===== config.mk =====
export PLATFORM = sky130hd
export DESIGN_NAME = dct_pp_sched
export DESIGN_NICKNAME = d
export VERILOG_FILES = /design/src/rtl/dct_pkg.sv /design/src/rtl/dct_pp_lane.sv /design/src/rtl/dct_pp_sched.sv
export SDC_FILE = /design/constraint.sdc
export NUM_CORES = 1
export LEC_CHECK = 0
export BUFFER_PORTS_ARGS = -buffer_cell sky130_fd_sc_hd__buf_2
export CAP_MARGIN = 20
export CORE_ASPECT_RATIO = 2
export CORE_UTILIZATION = 56
export DETAILED_ROUTE_END_ITERATION = 10
export PLACE_DENSITY = 0.84
export SETUP_SLACK_MARGIN = 0.1
export SYNTH_ARGS = -nofsm -noshare
export SYNTH_HDL_FRONTEND = slang
export SYNTH_SLANG_ARGS = --single-unit

===== constraint.sdc =====
create_clock -name clk -period 7.3 [get_ports clk]
set_input_delay 1.825 -clock clk [delete_from_list [all_inputs] [get_ports clk]]
set_output_delay 1.825 -clock clk [all_outputs]
set_load 0.01 [all_outputs]

===== src/rtl/dct_pkg.sv =====
// Shared types, constants and helpers for the ping-pong DCT/FFT frame scheduler.
package dct_pkg;

  // Per-lane buffer state
  typedef enum logic [1:0] {
    StEmpty = 2'd0,
    StFill  = 2'd1,
    StFull  = 2'd2,
    StDrain = 2'd3
  } lane_state_e;

  localparam int unsigned FftptsMin = 8;
  localparam int unsigned FftptsMax = 2048;

  // Legal frame length: a power of two within [FftptsMin, FftptsMax]
  function automatic logic fftpts_legal(input logic [31:0] pts);
    return (pts >= FftptsMin) && (pts <= FftptsMax) && ((pts & (pts - 32'd1)) == 32'd0);
  endfunction

endpackage


===== src/rtl/dct_pp_lane.sv =====
// One ping-pong lane: tracks EMPTY/FILL/FULL/DRAIN and counts beats of the frame being filled.
module dct_pp_lane
  import dct_pkg::*;
#(
  parameter int unsigned FFTPTS_W = 12
) (
  input  logic                clk,
  input  logic                rst,
  input  logic                i_beat,        // accepted beat steered to this lane
  input  logic                i_sop,
  input  logic                i_eop,
  input  logic [FFTPTS_W-1:0] i_fftpts,
  input  logic                i_rd_grant,    // this lane is the one granted to the FFT
  input  logic                i_fft_ready,
  input  logic                i_drain_eop,
  output lane_state_e         o_state_next,
  output logic                o_fill_done,
  output logic                o_err,
  output logic                o_start,
  output logic                o_drain_done
);

  lane_state_e         r_state, w_state_d;
  logic [FFTPTS_W-1:0] r_len, w_len_d;
  logic [FFTPTS_W-1:0] r_cnt, w_cnt_d;
  logic                r_drop, w_drop_d;
  logic [FFTPTS_W-1:0] w_cnt_inc;
  logic                w_legal;

  assign w_cnt_inc    = r_cnt + FFTPTS_W'(1);
  assign w_legal      = fftpts_legal(32'(i_fftpts));
  assign o_state_next = w_state_d;

  // Next-state for the lane: fill-side events in EMPTY/FILL, drain-side events in FULL/DRAIN
  always_comb begin
    w_state_d    = r_state;
    w_len_d      = r_len;
    w_cnt_d      = r_cnt;
    w_drop_d     = r_drop;
    o_fill_done  = 1'b0;
    o_err        = 1'b0;
    o_start      = 1'b0;
    o_drain_done = 1'b0;
    unique case (r_state)
      StEmpty: begin
        if (i_beat) begin
          if (i_sop) begin
            w_drop_d = 1'b0;
            if (!w_legal) begin
              // Bad length: discard the rest of this frame silently
              o_err    = 1'b1;
              w_drop_d = 1'b1;
            end else if (i_eop) begin
              // sop+eop is a one-beat frame, never a legal length
              o_err = 1'b1;
            end else begin
              w_state_d = StFill;
              w_len_d   = i_fftpts;
              w_cnt_d   = FFTPTS_W'(1);
            end
          end else if (!r_drop) begin
            o_err = 1'b1;
          end
        end
      end
      StFill: begin
        if (i_beat) begin
          if (i_sop) begin
            // Early sop aborts the current frame and restarts on the new one
            o_err = 1'b1;
            if (!w_legal) begin
              w_state_d = StEmpty;
              w_drop_d  = 1'b1;
            end else if (i_eop) begin
              w_state_d = StEmpty;
            end else begin
              w_len_d = i_fftpts;
              w_cnt_d = FFTPTS_W'(1);
            end
          end else if (i_eop) begin
            if (w_cnt_inc == r_len) begin
              w_state_d   = StFull;
              o_fill_done = 1'b1;
            end else begin
              o_err     = 1'b1;
              w_state_d = StEmpty;
            end
          end else if (w_cnt_inc == r_len) begin
            // Length reached with no eop: drop the overrun tail until the next sop
            o_err     = 1'b1;
            w_state_d = StEmpty;
            w_drop_d  = 1'b1;
          end else begin
            w_cnt_d = w_cnt_inc;
          end
        end
      end
      StFull: begin
        if (i_rd_grant && i_fft_ready) begin
          w_state_d = StDrain;
          o_start   = 1'b1;
        end
      end
      StDrain: begin
        if (i_rd_grant && i_drain_eop) begin
          w_state_d    = StEmpty;
          o_drain_done = 1'b1;
        end
      end
    endcase
  end

  // Lane state registers
  always_ff @(posedge clk or posedge rst) begin
    if (rst) begin
      r_state <= StEmpty;
      r_len   <= '0;
      r_cnt   <= '0;
      r_drop  <= 1'b0;
    end else begin
      r_state <= w_state_d;
      r_len   <= w_len_d;
      r_cnt   <= w_cnt_d;
      r_drop  <= w_drop_d;
    end
  end

endmodule


===== src/rtl/dct_pp_sched.sv =====
// Ping-pong frame scheduler: fills one lane from the sink while the other drains into a shared FFT.
module dct_pp_sched
  import dct_pkg::*;
#(
  parameter int unsigned FFTPTS_W = 12,
  parameter int unsigned CNT_W    = 16
) (
  input  logic                clk,
  input  logic                rst,
  input  logic                sink_valid,
  input  logic                sink_sop,
  input  logic                sink_eop,
  output logic                sink_ready,
  input  logic [FFTPTS_W-1:0] fftpts_in,
  output logic                wr_sel,
  input  logic                fft_ready,
  input  logic                drain_eop,
  output logic                rd_sel,
  output logic                rd_start,
  output logic                rd_en,
  output logic                frame_err,
  output logic [CNT_W-1:0]    frames_done,
  output logic [CNT_W-1:0]    err_cnt
);

  lane_state_e w_state_next [2];
  logic [1:0]  w_beat;
  logic [1:0]  w_grant;
  logic [1:0]  w_fill_done;
  logic [1:0]  w_err;
  logic [1:0]  w_start;
  logic [1:0]  w_drain_done;
  logic        w_accept;
  logic        w_wr_sel_d;
  logic        w_rd_sel_d;
  logic        w_sink_ready_d;
  logic        w_rd_en_d;

  logic             r_sink_ready;
  logic             r_wr_sel;
  logic             r_rd_sel;
  logic             r_rd_start;
  logic             r_rd_en;
  logic             r_frame_err;
  logic [CNT_W-1:0] r_frames_done;
  logic [CNT_W-1:0] r_err_cnt;

  assign w_accept  = sink_valid & r_sink_ready;
  assign w_beat[0] = w_accept & ~r_wr_sel;
  assign w_beat[1] = w_accept & r_wr_sel;
  assign w_grant   = {r_rd_sel, ~r_rd_sel};

  dct_pp_lane #(
    .FFTPTS_W (FFTPTS_W)
  ) u_lane_ping (
    .clk          (clk),
    .rst          (rst),
    .i_beat       (w_beat[0]),
    .i_sop        (sink_sop),
    .i_eop        (sink_eop),
    .i_fftpts     (fftpts_in),
    .i_rd_grant   (w_grant[0]),
    .i_fft_ready  (fft_ready),
    .i_drain_eop  (drain_eop),
    .o_state_next (w_state_next[0]),
    .o_fill_done  (w_fill_done[0]),
    .o_err        (w_err[0]),
    .o_start      (w_start[0]),
    .o_drain_done (w_drain_done[0])
  );

  dct_pp_lane #(
    .FFTPTS_W (FFTPTS_W)
  ) u_lane_pong (
    .clk          (clk),
    .rst          (rst),
    .i_beat       (w_beat[1]),
    .i_sop        (sink_sop),
    .i_eop        (sink_eop),
    .i_fftpts     (fftpts_in),
    .i_rd_grant   (w_grant[1]),
    .i_fft_ready  (fft_ready),
    .i_drain_eop  (drain_eop),
    .o_state_next (w_state_next[1]),
    .o_fill_done  (w_fill_done[1]),
    .o_err        (w_err[1]),
    .o_start      (w_start[1]),
    .o_drain_done (w_drain_done[1])
  );

  // Pointer updates, and ready/rd_en derived from the lanes' next state so the registered
  // flags line up with the lane state and no beat is accepted into a FULL lane
  always_comb begin
    w_wr_sel_d     = r_wr_sel ^ (|w_fill_done);
    w_rd_sel_d     = r_rd_sel ^ (|w_drain_done);
    w_sink_ready_d = (w_state_next[w_wr_sel_d] == StEmpty) ||
                     (w_state_next[w_wr_sel_d] == StFill);
    w_rd_en_d      = (w_state_next[w_rd_sel_d] == StDrain);
  end

  // Registered control outputs and lane pointers
  always_ff @(posedge clk or posedge rst) begin
    if (rst) begin
      r_sink_ready <= 1'b0;
      r_wr_sel     <= 1'b0;
      r_rd_sel     <= 1'b0;
      r_rd_start   <= 1'b0;
      r_rd_en      <= 1'b0;
      r_frame_err  <= 1'b0;
    end else begin
      r_sink_ready <= w_sink_ready_d;
      r_wr_sel     <= w_wr_sel_d;
      r_rd_sel     <= w_rd_sel_d;
      r_rd_start   <= |w_start;
      r_rd_en      <= w_rd_en_d;
      r_frame_err  <= |w_err;
    end
  end

  // Completed-drain counter (wraps) and error counter (saturates)
  always_ff @(posedge clk or posedge rst) begin
    if (rst) begin
      r_frames_done <= '0;
      r_err_cnt     <= '0;
    end else begin
      if (|w_drain_done) begin
        r_frames_done <= r_frames_done + CNT_W'(1);
      end
      if ((|w_err) && (r_err_cnt != '1)) begin
        r_err_cnt <= r_err_cnt + CNT_W'(1);
      end
    end
  end

  assign sink_ready  = r_sink_ready;
  assign wr_sel      = r_wr_sel;
  assign rd_sel      = r_rd_sel;
  assign rd_start    = r_rd_start;
  assign rd_en       = r_rd_en;
  assign frame_err   = r_frame_err;
  assign frames_done = r_frames_done;
  assign err_cnt     = r_err_cnt;

endmodule


Yosys cells after proc, flatten, opt, wreduce, memory -nomap -nowiden:

Cells that the tools add are included.
W data, S select, Z words.

* bits in registers: 92
* input bits: 19
* output and inout port bits: 38

* $add $sub $neg: 5
* order comparisons: 4
* equality and inequality tests: 25
* muxes and demuxes: 103
* bitwise operators: 11
* reductions and logical operators: 26

Operator list (number)
* $mux W12: 16
* $mux W2: 32
* $pmux W12 S2: 2
* $mux W1: 47
* $add A16 B1 Y16 const B: 2
* $and A12 B32 Y32: 1
* $logic_not A32 Y1: 1
* $add A12 B1 Y12 const B: 2
* $eq A12 B12 Y1: 2
* $ne A3 B3 Y1 const B: 6
* $ne A16 B16 Y1 const B: 1
* $pmux W2 S4: 2
* $reduce_and A7 Y1: 2
* $sub A12 B1 Y13 const B: 1
* $ge A12 B4 Y1 const B: 1
* $le A12 B12 Y1 const B: 1
* $reduce_and A6 Y1: 2
* $reduce_or A2 Y1: 6
* $eq A2 B2 Y1 const B: 5
* $reduce_and A5 Y1: 2
* $ne A2 B1 Y1 const B: 4
* $pmux W1 S2: 4
* $logic_and A1 B1 Y1: 7
* $eq A2 B1 Y1 const B: 3
* 10 further kinds: 22

Longest topological paths before layout:

* depth in word-level cells: 15
* depth in mapped cells: 16
* depth with buffers taken out: 13

Cells and area by module:

A second synthesis with hierarchy kept.

* cell total of the unflattened synthesis: 583
* area, all modules: 5541.6 µm²

By module, submodules not included
* dct_pp_lane at u_lane_ping: instances 1, cells each 224, area each 1921.8 µm², seq. area each 675.6 µm²
* dct_pp_lane at u_lane_pong: instances 1, cells each 209, area each 1875.5 µm², seq. area each 675.6 µm²
* dct_pp_sched: instances 1, cells each 150, area each 1744.2 µm², seq. area each 950.9 µm²

Least setup slack after synthesis:

Ideal clock, no wire load.

* path type: input -> register
* from: in fftpts_in[0]
* to: reg r_err_cnt[1] (netlist: err_cnt[1])
* arrival: 3.843 ns
* slack: 3.332 ns
* stages on the path: 8
* path buffers: 2
* cells stage by stage: or4_4 -> a2111oi_4 -> a21oi_2 -> nor4_1 -> or3_1 -> buf_4 -> buf_6 -> mux2_2

* longest elaborated chain between the ends: 10

Ends and longest elaborated chain
* start, declared: RTL line dct_pp_sched.sv:14 `input logic [FFTPTS_W-1:0] fftpts_in,`
* $sub A12 B1 Y13: RTL line dct_pkg.sv:17 `return (pts >= FftptsMin) && (pts <= FftptsMax) && ((pts & (pts - 32'd1)) == 32'd0);`
* $and A12 B32 Y32: RTL line dct_pkg.sv:17
* $logic_not A32 Y1: RTL line dct_pkg.sv:17
* $logic_and A1 B1 Y1 (*): RTL line dct_pkg.sv:17
* $mux W1 (*): RTL line dct_pp_lane.sv:49 `if (!w_legal) begin`
* $mux W1: RTL line dct_pp_lane.sv:47 `if (i_sop) begin`
* $mux W1: RTL line dct_pp_lane.sv:46 `if (i_beat) begin`
* $pmux W1 S2: RTL line dct_pp_lane.sv:44 `unique case (r_state)`
* $reduce_or A2 Y1 (*): RTL line dct_pp_sched.sv:129 `if ((|w_err) && (r_err_cnt != '1)) begin`
* $logic_and A1 B1 Y1 (*): RTL line dct_pp_sched.sv:129
* end signal, assigned: RTL line dct_pp_sched.sv:130 `r_err_cnt <= r_err_cnt + CNT_W'(1);`
* end, declared: RTL line dct_pp_sched.sv:46 `logic [CNT_W-1:0] r_err_cnt;`

Every way passes the cells marked *; elsewhere a longest branch is shown, timed or not.
A chain may end at the register's enable or synchronous reset.

Final worst setup path:

* from: in fftpts_in[1]
* to: reg r_err_cnt[1] (netlist: err_cnt[1])

Same word-level chain as after synthesis.

==> flow_metrics.tcl <==
set metrics [dict create \
    p_leak_nw 2.79 \
    status "complete, no violations" \
    finalHoldViolCount 0 \
    cp-start-kind "primary input" \
    dieArea_sq_mm 0.0102 \
    min_period_over_period 0.640 \
    clk_pin_slew_ns 0.07 \
    grt_pass1_vias 4766 \
    seq_area_sq_mm 0.00230 \
    synth_edf_count 0 \
    clk_latency_ns 0.35 \
    rsz0062_at_grt "false" \
    drive_gt1_frac 0.187 \
    vdd_ir_drop_max_uv 157 \
    clockBufferDepth 2 \
    synth_top_cell_area_share 0.422 \
    grt_start_max_net_pins 93 \
    dr_total_vias 4635 \
    syn_area_sq_mm 0.00546 \
    fillers 761 \
    pwr_density_cell_mw_per_mm2 220 \
    maxCapViolCount 0 \
    pre_cts_slack_ns 2.52 \
    dp_cells 706 \
    place.gp.congestion 0.922 \
    first_pass_iters 5 \
    fp.dieW_microns 71.8 \
    multiInputGateArea_sq_mm 0.00297 \
    post_cts_buffers 0 \
    clock_skew_ns 0.0101 \
    seq_area_frac_synth 0.422 \
    cts_root_buf "clkbuf_16" \
    placementRows 50 \
    core-area_sq_mm 0.00938 \
    fin_setup_tns_ns 0 \
    cts_made_buffers 9 \
    synth-seq-cells 92 \
    worst_pin_slew_ns 0.970 \
    crit_arrival_ns 4.91 \
    worstHoldPathType "reg2reg" \
    final_cells 723 \
    fmax_mhz 214 \
    initial_core_util 0.581 \
    reg2reg_slack_ns 2.84 \
    antenna_found_initial 0 \
    synthToLayoutAreaGrowth_pct 11.2 \
    synth_async_sr_flop_share 1.00 \
    overflow 0 \
    synth_nets 598 \
    via_per_inst 6.41 \
    yosysWarnings 0 \
    drc 0 \
    ys.flop_type "dfrtp_1" \
    synth_top_cells_by_area "dfrtp_1 (42%), xnor2_1 (5.6%), nand2_1 (5.2%)" \
    cp-end-kind "flop" \
    antennaDiodeCount 0 \
    synthCells 573 \
    synth_cell_type_count 74 \
    drtIter0Drc 237 \
    grtUsageTotal 0.276 \
    nNetsFinal 639 \
    finalCriticalPeriod_ns 4.67 \
    grt_pass1_wl_mm 22.0 \
    io_pins 57 \
    avgSynthCellArea_sq_um 9.52 \
    setup_viol_count_final 0 \
    routed_wl_mm 13.2 \
    path_class "in2reg" \
    detail_route.wl_per_cell_microns 18.3 \
    place_hpwl_mm 9.68 \
    cts-hold-fix-buffers 0 \
    max-slew-margin-rel 0.351 \
    numPortBuffers 56 \
    cts_sinks 92 \
    yosys.area.top_type "dfrtp_1" \
    layout_setup_ws_ns 2.63 \
    power_mw 1.33 \
    die_y_microns 142 \
    cts_resized 0 \
    finalMaxSlewViolations 0 \
    worstPathRequired_ns 7.54 \
    ant_nets 0 \
    cts_tree "done" \
    path_max_fanout 16 \
    htreeDepth 3 \
]
-- final timing paths --
kind,startpoint,depth (start not counted),endpoint
hold / removal,frames_done[15],1,frames_done[15]
setup reg to reg,u_lane_pong.r_cnt[2],12,err_cnt[15]
hold reg to reg,frames_done[15],1,frames_done[15]
max in group asynchronous,rst,4,u_lane_ping.r_len[6]
setup / recovery,fftpts_in[1],7,err_cnt[1]
min in group asynchronous,rst,3,frames_done[5]
-- where the power goes --
part           total (mW)  switching, mW  internal (mW)
logic               0.243          0.148         0.0949
registers           0.603         0.0602          0.543
clock network       0.487          0.213          0.274
total                1.33          0.421          0.912
-- placed cells by master, fill, tap and decap left out, drive strengths merged, types with 4 or more instances in the layout --
cell / n
ha: 6
xnor2: 35
a211oi: 4
o211ai: 8
and3: 4
or3: 9
dfrtp: 92
clkbuf: 9
mux2i: 17
a21oi: 10
or2: 4
nand4: 16
o21ai: 21
nor3: 27
mux2: 19
o21a: 4
buf: 58
inv: 14
nor4: 13
xor2: 27
nor2: 26
nand3: 48
nand2: 76
or4: 4
and2: 7
-- final cells by class --
type | count | area share
Timing Repair Buffer | 58 | 0.0520
Tap cell | 104 | 0.0214
Multi-Input combinational cell | 443 | 0.489
Sequential cell | 92 | 0.379
Clock inverter | 7 | 0.0142
Clock buffer | 9 | 0.0371
Inverter | 10 | 0.00639
-- cells in the mapped netlist (9+ instances only) --
| master | instances |
|---|---|
| or3_1 | 9 |
| o21ai_0 | 20 |
| mux2_2 | 19 |
| dfrtp_1 | 92 |
| nand2_1 | 76 |
| a21oi_1 | 9 |
| nor2_1 | 25 |
| buf_2 | 12 |
| inv_1 | 10 |
| clkbuf_1 | 12 |
| nor4_1 | 13 |
| nand4_1 | 15 |
| mux2i_1 | 17 |
| xnor2_1 | 35 |
| xor2_1 | 27 |
| nand3_1 | 47 |
| nor3_1 | 23 |
-- per-stage QoR --
stage | cell area [sq um] | utilization | hold slack [ns]
CTS | 6040 | 0.644 | 0.479
finish | 6070 | 0.647 | 0.476
detailed placement | 5730 | 0.611 | 0.466
global placement | 5730 | 0.611 | 0.461
floorplan | 5460 | - | 0.465
global route | 6070 | 0.647 | 0.487
-- sequential cells by signal (all words and copies together) (netlist names) --
name	flops
u_lane_ping.r_cnt	12
u_lane_ping.r_drop	1
wr_sel	1
u_lane_pong.r_drop	1
rd_en	1
u_lane_pong.r_cnt	12
u_lane_ping.r_state	2
u_lane_ping.r_len	12
frames_done	16
frame_err	1
sink_ready	1
err_cnt	16
u_lane_pong.r_state	2
u_lane_pong.r_len	12
rd_sel	1
rd_start	1
-- routing by layer --
layer | part of all wire | GRT usage | up-vias
met5 | 0 | 0 | -
met1 | 0.34 | 0.266 | 2266
met3 | 0.036 | 0.0490 | 55
li1 | - | - | 2158
met4 | 0.059 | 0.206 | 0
met2 | 0.56 | 0.506 | 156
-- cells by family after synthesis --
group,after synthesis,share of synthesized area
and+or+nand+nor,254,0.246
DFF,92,0.422
AOI/OAI and AO/OA,84,0.113
xor gates and xnor gates,62,0.0995
buffers and inverters,38,0.0337
muxes,36,0.0704
adders and majority gates,7,0.0156
-- worst max-delay path, cell delays in order --
cell      delay, ns
buf_2          0.12
nor4_1         0.56
a31oi_1        0.23
nand4b_1       0.38
nor4_1         0.82
or3_1          0.57
mux2_2         0.40
Power figures use the tool's default switching activity.
